<file path="src/rtl/ps2_pkg.sv">
// PS/2 scan-code constants, decoder state encoding
// and 7-segment glyph table shared by the key tracker.
package ps2_pkg;

  localparam logic [7:0] PS2_EXT   = 8'hE0;
  localparam logic [7:0] PS2_BRK   = 8'hF0;
  localparam logic [7:0] PS2_PAUSE = 8'hE1;

  typedef enum logic [1:0] {
    ST_IDLE,
    ST_E0,
    ST_F0,
    ST_E0F0
  } ps2_state_e;

  // Glyphs are {a,b,c,d,e,f,g,dp}, active-high.
  localparam logic [7:0] SEG_BLANK = 8'h00;
  localparam logic [7:0] SEG_0 = 8'hFC;
  localparam logic [7:0] SEG_1 = 8'h60;
  localparam logic [7:0] SEG_2 = 8'hDA;
  localparam logic [7:0] SEG_3 = 8'hF2;
  localparam logic [7:0] SEG_4 = 8'h66;
  localparam logic [7:0] SEG_5 = 8'hB6;
  localparam logic [7:0] SEG_6 = 8'hBE;
  localparam logic [7:0] SEG_7 = 8'hE0;
  localparam logic [7:0] SEG_8 = 8'hFE;
  localparam logic [7:0] SEG_9 = 8'hF6;
  localparam logic [7:0] SEG_A = 8'hEE;
  localparam logic [7:0] SEG_B = 8'h3E;
  localparam logic [7:0] SEG_C = 8'h9C;
  localparam logic [7:0] SEG_D = 8'h7A;
  localparam logic [7:0] SEG_E = 8'h9E;
  localparam logic [7:0] SEG_F = 8'h8E;

  function automatic logic [7:0] seg_glyph(
    input logic [3:0] v
  );
    logic [7:0] g;
    unique case (v)
      4'h0: g = SEG_0;
      4'h1: g = SEG_1;
      4'h2: g = SEG_2;
      4'h3: g = SEG_3;
      4'h4: g = SEG_4;
      4'h5: g = SEG_5;
      4'h6: g = SEG_6;
      4'h7: g = SEG_7;
      4'h8: g = SEG_8;
      4'h9: g = SEG_9;
      4'hA: g = SEG_A;
      4'hB: g = SEG_B;
      4'hC: g = SEG_C;
      4'hD: g = SEG_D;
      4'hE: g = SEG_E;
      default: g = SEG_F;
    endcase
    return g;
  endfunction

endpackage

</file>
<file path="src/rtl/seg7_hex.sv">
// One 7-segment digit: hex glyph with blank
// and decimal-point control, optional inversion.
module seg7_hex
  import ps2_pkg::*;
#(
  parameter bit SEG_ACTIVE_LOW = 1'b1
) (
  input  logic [3:0] value,
  input  logic       blank,
  input  logic       dp,
  output logic [7:0] seg
);

  logic [7:0] raw;

  // Blank overrides both glyph and dp.
  always_comb begin
    raw = SEG_BLANK;
    if (!blank) begin
      raw = seg_glyph(value) | {7'b0, dp};
    end
    seg = SEG_ACTIVE_LOW ? ~raw : raw;
  end

endmodule

</file>
<file path="src/rtl/ps2_key_tracker.sv">
// Pops PS/2 scan codes, tracks the held key,
// counts presses in BCD and drives the displays.
module ps2_key_tracker
  import ps2_pkg::*;
#(
  parameter int CNT_DIGITS     = 2,
  parameter bit SEG_ACTIVE_LOW = 1'b1,
  parameter bit SHOW_EXT_DP    = 1'b1
) (
  input  logic                    clk,
  input  logic                    resetn,
  input  logic [7:0]              ps2_data_in,
  input  logic                    ps2_ready,
  input  logic                    ps2_overflow,
  output logic                    nextdata_n,
  output logic [7:0]              key_code,
  output logic                    key_ext,
  output logic                    key_held,
  output logic [4*CNT_DIGITS-1:0] press_cnt,
  output logic                    err_sticky,
  output logic [15:0]             seg_code,
  output logic [8*CNT_DIGITS-1:0] seg_cnt
);

  localparam int CW = 4 * CNT_DIGITS;

  ps2_state_e      state_q;
  ps2_state_e      state_d;
  logic            accept;
  logic            do_make;
  logic            do_break;
  logic            ext_bit;
  logic            same_key;
  logic [CW-1:0]   cnt_inc;

  // No sampling while the pop strobe is low.
  assign accept = ps2_ready & nextdata_n;

  assign same_key = key_held
                  && (key_ext == ext_bit)
                  && (key_code == ps2_data_in);

  // Prefix decoder: next state and make/break events.
  always_comb begin
    state_d  = state_q;
    do_make  = 1'b0;
    do_break = 1'b0;
    ext_bit  = 1'b0;
    if (accept) begin
      unique case (state_q)
        ST_IDLE: begin
          if (ps2_data_in == PS2_EXT) begin
            state_d = ST_E0;
          end else if (ps2_data_in == PS2_BRK) begin
            state_d = ST_F0;
          end else if (ps2_data_in != PS2_PAUSE) begin
            do_make = 1'b1;
          end
        end
        ST_E0: begin
          ext_bit = 1'b1;
          if (ps2_data_in == PS2_BRK) begin
            state_d = ST_E0F0;
          end else if (ps2_data_in == PS2_EXT) begin
            state_d = ST_E0;
          end else begin
            do_make = 1'b1;
            state_d = ST_IDLE;
          end
        end
        ST_F0: begin
          state_d = ST_IDLE;
          if (ps2_data_in != PS2_EXT
              && ps2_data_in != PS2_BRK) begin
            do_break = 1'b1;
          end
        end
        ST_E0F0: begin
          ext_bit = 1'b1;
          state_d = ST_IDLE;
          if (ps2_data_in != PS2_EXT
              && ps2_data_in != PS2_BRK) begin
            do_break = 1'b1;
          end
        end
        default: state_d = ST_IDLE;
      endcase
    end
  end

  // BCD ripple increment, all-nines wraps to zero.
  always_comb begin
    logic       c;
    logic [3:0] d;
    cnt_inc = press_cnt;
    c = 1'b1;
    for (int i = 0; i < CNT_DIGITS; i++) begin
      d = press_cnt[4*i +: 4];
      if (c) begin
        if (d == 4'd9) begin
          cnt_inc[4*i +: 4] = 4'd0;
        end else begin
          cnt_inc[4*i +: 4] = d + 4'd1;
          c = 1'b0;
        end
      end
    end
  end

  // Decoder state register.
  always_ff @(posedge clk or negedge resetn) begin
    if (!resetn) begin
      state_q <= ST_IDLE;
    end else begin
      state_q <= state_d;
    end
  end

  // Pop strobe, held-key tracking, counter, error flag.
  always_ff @(posedge clk or negedge resetn) begin
    if (!resetn) begin
      nextdata_n <= 1'b1;
      key_code   <= 8'h00;
      key_ext    <= 1'b0;
      key_held   <= 1'b0;
      press_cnt  <= '0;
      err_sticky <= 1'b0;
    end else begin
      nextdata_n <= ~accept;
      if (ps2_overflow) begin
        err_sticky <= 1'b1;
      end
      if (do_make && !same_key) begin
        key_code  <= ps2_data_in;
        key_ext   <= ext_bit;
        key_held  <= 1'b1;
        press_cnt <= cnt_inc;
      end
      if (do_break && same_key) begin
        key_held <= 1'b0;
      end
    end
  end

  seg7_hex #(.SEG_ACTIVE_LOW(SEG_ACTIVE_LOW)) u_code_hi (
    .value (key_code[7:4]),
    .blank (~key_held),
    .dp    (SHOW_EXT_DP & key_ext),
    .seg   (seg_code[15:8])
  );

  seg7_hex #(.SEG_ACTIVE_LOW(SEG_ACTIVE_LOW)) u_code_lo (
    .value (key_code[3:0]),
    .blank (~key_held),
    .dp    (1'b0),
    .seg   (seg_code[7:0])
  );

  for (genvar g = 0; g < CNT_DIGITS; g++) begin : g_cnt
    seg7_hex #(.SEG_ACTIVE_LOW(SEG_ACTIVE_LOW)) u_cnt (
      .value (press_cnt[4*g +: 4]),
      .blank (1'b0),
      .dp    (1'b0),
      .seg   (seg_cnt[8*g +: 8])
    );
  end

endmodule

</file>
<file path="config.mk">
export PLATFORM = sky130hd
export DESIGN_NAME = ps2_key_tracker
export DESIGN_NICKNAME = d
export VERILOG_FILES = /design/src/rtl/ps2_pkg.sv /design/src/rtl/seg7_hex.sv /design/src/rtl/ps2_key_tracker.sv
export SDC_FILE = /design/constraint.sdc
export NUM_CORES = 1
export LEC_CHECK = 0
export ABC_AREA = 0
export BUFFER_PORTS_ARGS = -buffer_cell sky130_fd_sc_hd__buf_2
export CAP_MARGIN = 20
export CORE_MARGIN = 10
export CORE_UTILIZATION = 52
export CTS_BUF_LIST = sky130_fd_sc_hd__clkbuf_8 sky130_fd_sc_hd__clkbuf_16
export CTS_CLUSTER_DIAMETER = 50
export DETAILED_ROUTE_END_ITERATION = 12
export GPL_TIMING_DRIVEN = 0
export PLACE_DENSITY_LB_ADDON = 0.3
export REMOVE_ABC_BUFFERS = 1
export SLEW_MARGIN = 0
export SYNTH_ARGS = -nofsm -noshare
export SYNTH_HDL_FRONTEND = slang
export SYNTH_SLANG_ARGS = --single-unit
</file>
<file path="constraint.sdc">
create_clock -name clk -period 1.9 [get_ports clk]
set_input_delay 0.19 -clock clk [delete_from_list [all_inputs] [get_ports clk]]
set_output_delay 0.19 -clock clk [all_outputs]
set_load 0.01 [all_outputs]
</file>
==> flow_summary.toml <==
[logic_synthesis]
ys_seq_area_frac = 0.267
netlist_instances = 238
post_synth_and_or_nand_nor_area_fraction = 0.191
async_reset_ff_frac = 1.00
yosysWarnings = 0
post_synth_instance_area_sq_um = 2060
synth_flop_cell = "sky130_fd_sc_hd__dfrtp_1"
area_share_of_xor_xnor_cells_in_the_synthesized_design = 0.0339
synth_enable_flop_cells = 0
synthAdderAreaFrac = 0.115
synth_top_family_by_area = "compound AO/OA/AOI/OAI gates"
synth_compound_gate_area_share = 0.193
synthesis.area_per_instance_sq_um = 8.67
synth_mux_area_frac = 0.126
synth_cell_types = 47
total_of_flip_flops_plus_latches_after_synthesis = 22

[power]
power.share.sequential = 0.261
internal_power_mw = 1.83
clock_share_of_power = 0.084
total_leakage_power_nw = 1.32
power.combinational.fraction = 0.655
power.switching_fraction = 0.461
totalPowerFinal_mw = 3.39
power.density_nw_per_um2 = 1180
switching_power_mw = 1.56
ir_drop_uv = 826

[drt]
drt_pre_antenna_iters = 4
detailroute.via_count = 2024
detailedRoute.firstIterationViolations = 95
viasPerCell = 5.53
wire_per_inst_um = 15.5
drc_violations_left = 0
drt_wl_total_um = 5690
detail-route-antenna-nets = 0

[cts]
cts.clk_slew.worst_paths_ns = 0.08
clkSinkCount = 22
clk_latency_ns = 0.26
htreeDepth = 1
clockRootBuffer = "sky130_fd_sc_hd__clkbuf_8"
cts_bufs_inserted = 3
clockBufferDepth = 2
cts_tree = "built"

[outcome]
run_status = "complete, but fails checks"
violated_checks = "setup timing"

[timing]
rsz0062_at_grt = "yes"
slew_violations = 0
fin_skew_ns = 0.00379
hold_viol = 0
finalSetupViolations = 12
timing.final.ws_setup_ns = -0.0721
final.setup.tns_ns = -0.583
fin_crit_ns = 1.97
timing.max_slew.rel_slack = 0.642
achievable-frequency_ghz = 0.507
final_min_period_over_clock_period = 1.04
worstMarginPinSlew_ns = 0.538

[global_routing]
first_global_vias = 1913
wire_length_of_the_first_global_routing_pass_um = 9080
antenna_found_initial = 0
pin_count_of_the_biggest_net_entering_global_routing = 23
overflow = 0
grt_util_all_layers = 0.147

[placement]
hpwlAfterDp_um = 3560
buffer_ports.inserted = 60
finalWeightedCongestion = 0.823
dpl.cell_count = 331
placement.cell_area_sq_um = 2360

[setup_path]
critPathKind = "flip-flop to flip-flop"
crit_path_max_fanout = 6
worstSetupEndpointType = "flip-flop"
cells_along_the_critical_path = "a31oi_1, o2111ai_4, o31ai_4, buf_4, nor3_1, mux2_2"
arrival_ns = 2.12
r2r.worst_path.cells = 6
crit_path_top_delay_cell = "sky130_fd_sc_hd__dfstp_2"
critical-path-max-stage-delay_ns = 0.59
required_ns = 2.05
startpoint_class = "flip-flop"

[final_layout]
final_layout_size_suffix_gt1_frac = 0.481
antennaDiodeCount = 0
postLayoutCellArea_sq_um = 2870
num-nets-final = 350
post_layout_nonfiller_instances = 366
areaGrowthSynthToFinish_pct = 39.2

[die]
row_count = 22
die_y_um = 83.0
floorplan.initialDensity = 0.551
chipWidth_um = 83.0
floorplan.core_area_sq_um = 3740
io_pins = 64
die_footprint_sq_um = 6890

[run]
max_cap_violations = 0

[worst_hold_path]
hp-class = "primary input to flip-flop"
timing.hold.worst_path_depth = 2
[registers in the layout (all words and copies together), names as in the netlist]
name and cells:
err_sticky 1, key_ext 1, nextdata_n 1, key_held 1
press_cnt 8, key_code 8, state_q 2
[through the flow]
step           setup WS, ns   util  hold slack [ns]
4_1_cts             -0.0394  0.714            0.108
3_3_place_gp         -0.859  0.627            0.178
2_1_floorplan        -0.477      -           -0.106
5_1_grt              -0.128  0.767            0.113
6_report            -0.0721  0.767            0.115
3_5_place_dp         -0.524  0.629            0.184
[cell usage after synthesis (all sizes together), types with 3 or more instances]
cell type,n,area share
o21ai,19,0.046
nor2b,10,0.030
o211ai,6,0.022
a21oi,4,0.0097
dfrtp,21,0.25
a31oi,4,0.012
o31ai,7,0.033
o311ai,7,0.030
mux4,3,0.033
buf,7,0.023
nor2,15,0.028
xnor2,8,0.034
nand2b,6,0.018
mux2i,8,0.039
nand2,24,0.045
mux2,10,0.055
and2,6,0.018
inv,17,0.031
nand3,6,0.015
clkbuf,10,0.018
ha,19,0.12
[layout make-up]
| class | count | area [sq um] |
|---|---|---|
| multi-input cells | 185 | 1570 |
| fillers | 262 | 871 |
| flip-flops and latches | 22 | 567 |
| repair buffers | 90 | 563 |
| inverters | 17 | 68.8 |
| well taps | 48 | 60.1 |
| clock buffers | 3 | 41.3 |
| clock inverters | 1 | 3.75 |
[worst max-delay path: cells and delay by family (launching register included)]
family | cells | cell delay [ns]
compound gates | 3 | 0.60
flops | 1 | 0.59
mux | 1 | 0.35
buf+inv | 1 | 0.17
simple gates | 1 | 0.16
[power by group through the flow]
stage / Combinational (mW) / Clock (mW) / Sequential, mW
after global routing: 2.47 / 0.313 / 0.925
after global placement: 1.77 / 0 / 0.905
after floorplan: 1.13 / 0 / 0.893
final: 2.22 / 0.285 / 0.886
after CTS: 2.02 / 0.296 / 0.874
after detailed placement: 1.80 / 0 / 0.913
[worst paths after layout]
check	startpoint	to	slack [ns]
hold / removal	ps2_overflow	err_sticky$_DFFE_PN0P_	0.11
max in group asynchronous	resetn	key_code[6]$_DFFE_PN0P_	1.11
min in group asynchronous	resetn	press_cnt[5]$_DFFE_PN0P_	0.43
hold reg to reg	err_sticky$_DFFE_PN0P_	err_sticky$_DFFE_PN0P_	0.48
setup / recovery	nextdata_n$_DFF_PN1_	press_cnt[6]$_DFFE_PN0P_	-0.07
setup reg to reg	nextdata_n$_DFF_PN1_	press_cnt[6]$_DFFE_PN0P_	-0.07
[kinds of logic after synthesis]
logic type                 count (synthesis)
AOI/OAI and AO/OA                         56
muxes                                     21
DFF                                       22
other                                      1
buffers and inverters                     34
and+or+nand+nor                           77
xor gates and xnor gates                   8
adders and majority gates                 19
[cell usage in the layout, fill, tap and decap left out, types with 3 or more instances in the layout]
| cell type | instances |
|---|---|
| sky130_fd_sc_hd__o21ai_0 | 13 |
| sky130_fd_sc_hd__inv_2 | 6 |
| sky130_fd_sc_hd__conb_1 | 3 |
| sky130_fd_sc_hd__ha_2 | 6 |
| sky130_fd_sc_hd__mux4_2 | 3 |
| sky130_fd_sc_hd__nor2b_1 | 10 |
| sky130_fd_sc_hd__mux2i_1 | 8 |
| sky130_fd_sc_hd__dfrtp_1 | 9 |
| sky130_fd_sc_hd__xnor2_2 | 4 |
| sky130_fd_sc_hd__o311ai_0 | 3 |
| sky130_fd_sc_hd__o211ai_1 | 6 |
| sky130_fd_sc_hd__and2_1 | 6 |
| sky130_fd_sc_hd__dfrtp_2 | 12 |
| sky130_fd_sc_hd__ha_4 | 5 |
| sky130_fd_sc_hd__inv_1 | 10 |
| sky130_fd_sc_hd__nand2_1 | 22 |
| sky130_fd_sc_hd__nand2b_1 | 6 |
| sky130_fd_sc_hd__clkbuf_8 | 3 |
| sky130_fd_sc_hd__a31oi_1 | 4 |
| sky130_fd_sc_hd__mux2_4 | 7 |
| sky130_fd_sc_hd__nand3_1 | 6 |
| sky130_fd_sc_hd__nor2_1 | 14 |
| sky130_fd_sc_hd__o311ai_1 | 4 |
| sky130_fd_sc_hd__xnor2_1 | 4 |
| sky130_fd_sc_hd__o31ai_1 | 4 |
| sky130_fd_sc_hd__ha_1 | 8 |
| sky130_fd_sc_hd__buf_4 | 26 |
| sky130_fd_sc_hd__buf_2 | 59 |
| sky130_fd_sc_hd__a21oi_1 | 4 |
| sky130_fd_sc_hd__o21ai_1 | 6 |
[timing repair]
item | 4_1_cts | 5_1_grt
setup buffers | 21 | 8
endpoints found under the hold margin | 21 | 0
cloned | 1 | 0
pin swaps | 5 | 5
hold buffers | 1 | 0
setup endpoints to repair | 28 | 32
resized for setup | 21 | 41
[routing by layer]
layer | routed length (um) | GRT usage | part of all wire | up-vias
met5 | 0 | 0 | 0 | -
met4 | 35 | 0.00462 | 0.0062 | 0
met3 | 256 | 0.0361 | 0.045 | 4
met2 | 2850 | 0.261 | 0.50 | 55
met1 | 2540 | 0.182 | 0.45 | 959
li1 | - | - | - | 1006
(Power assumes the default switching activity.)
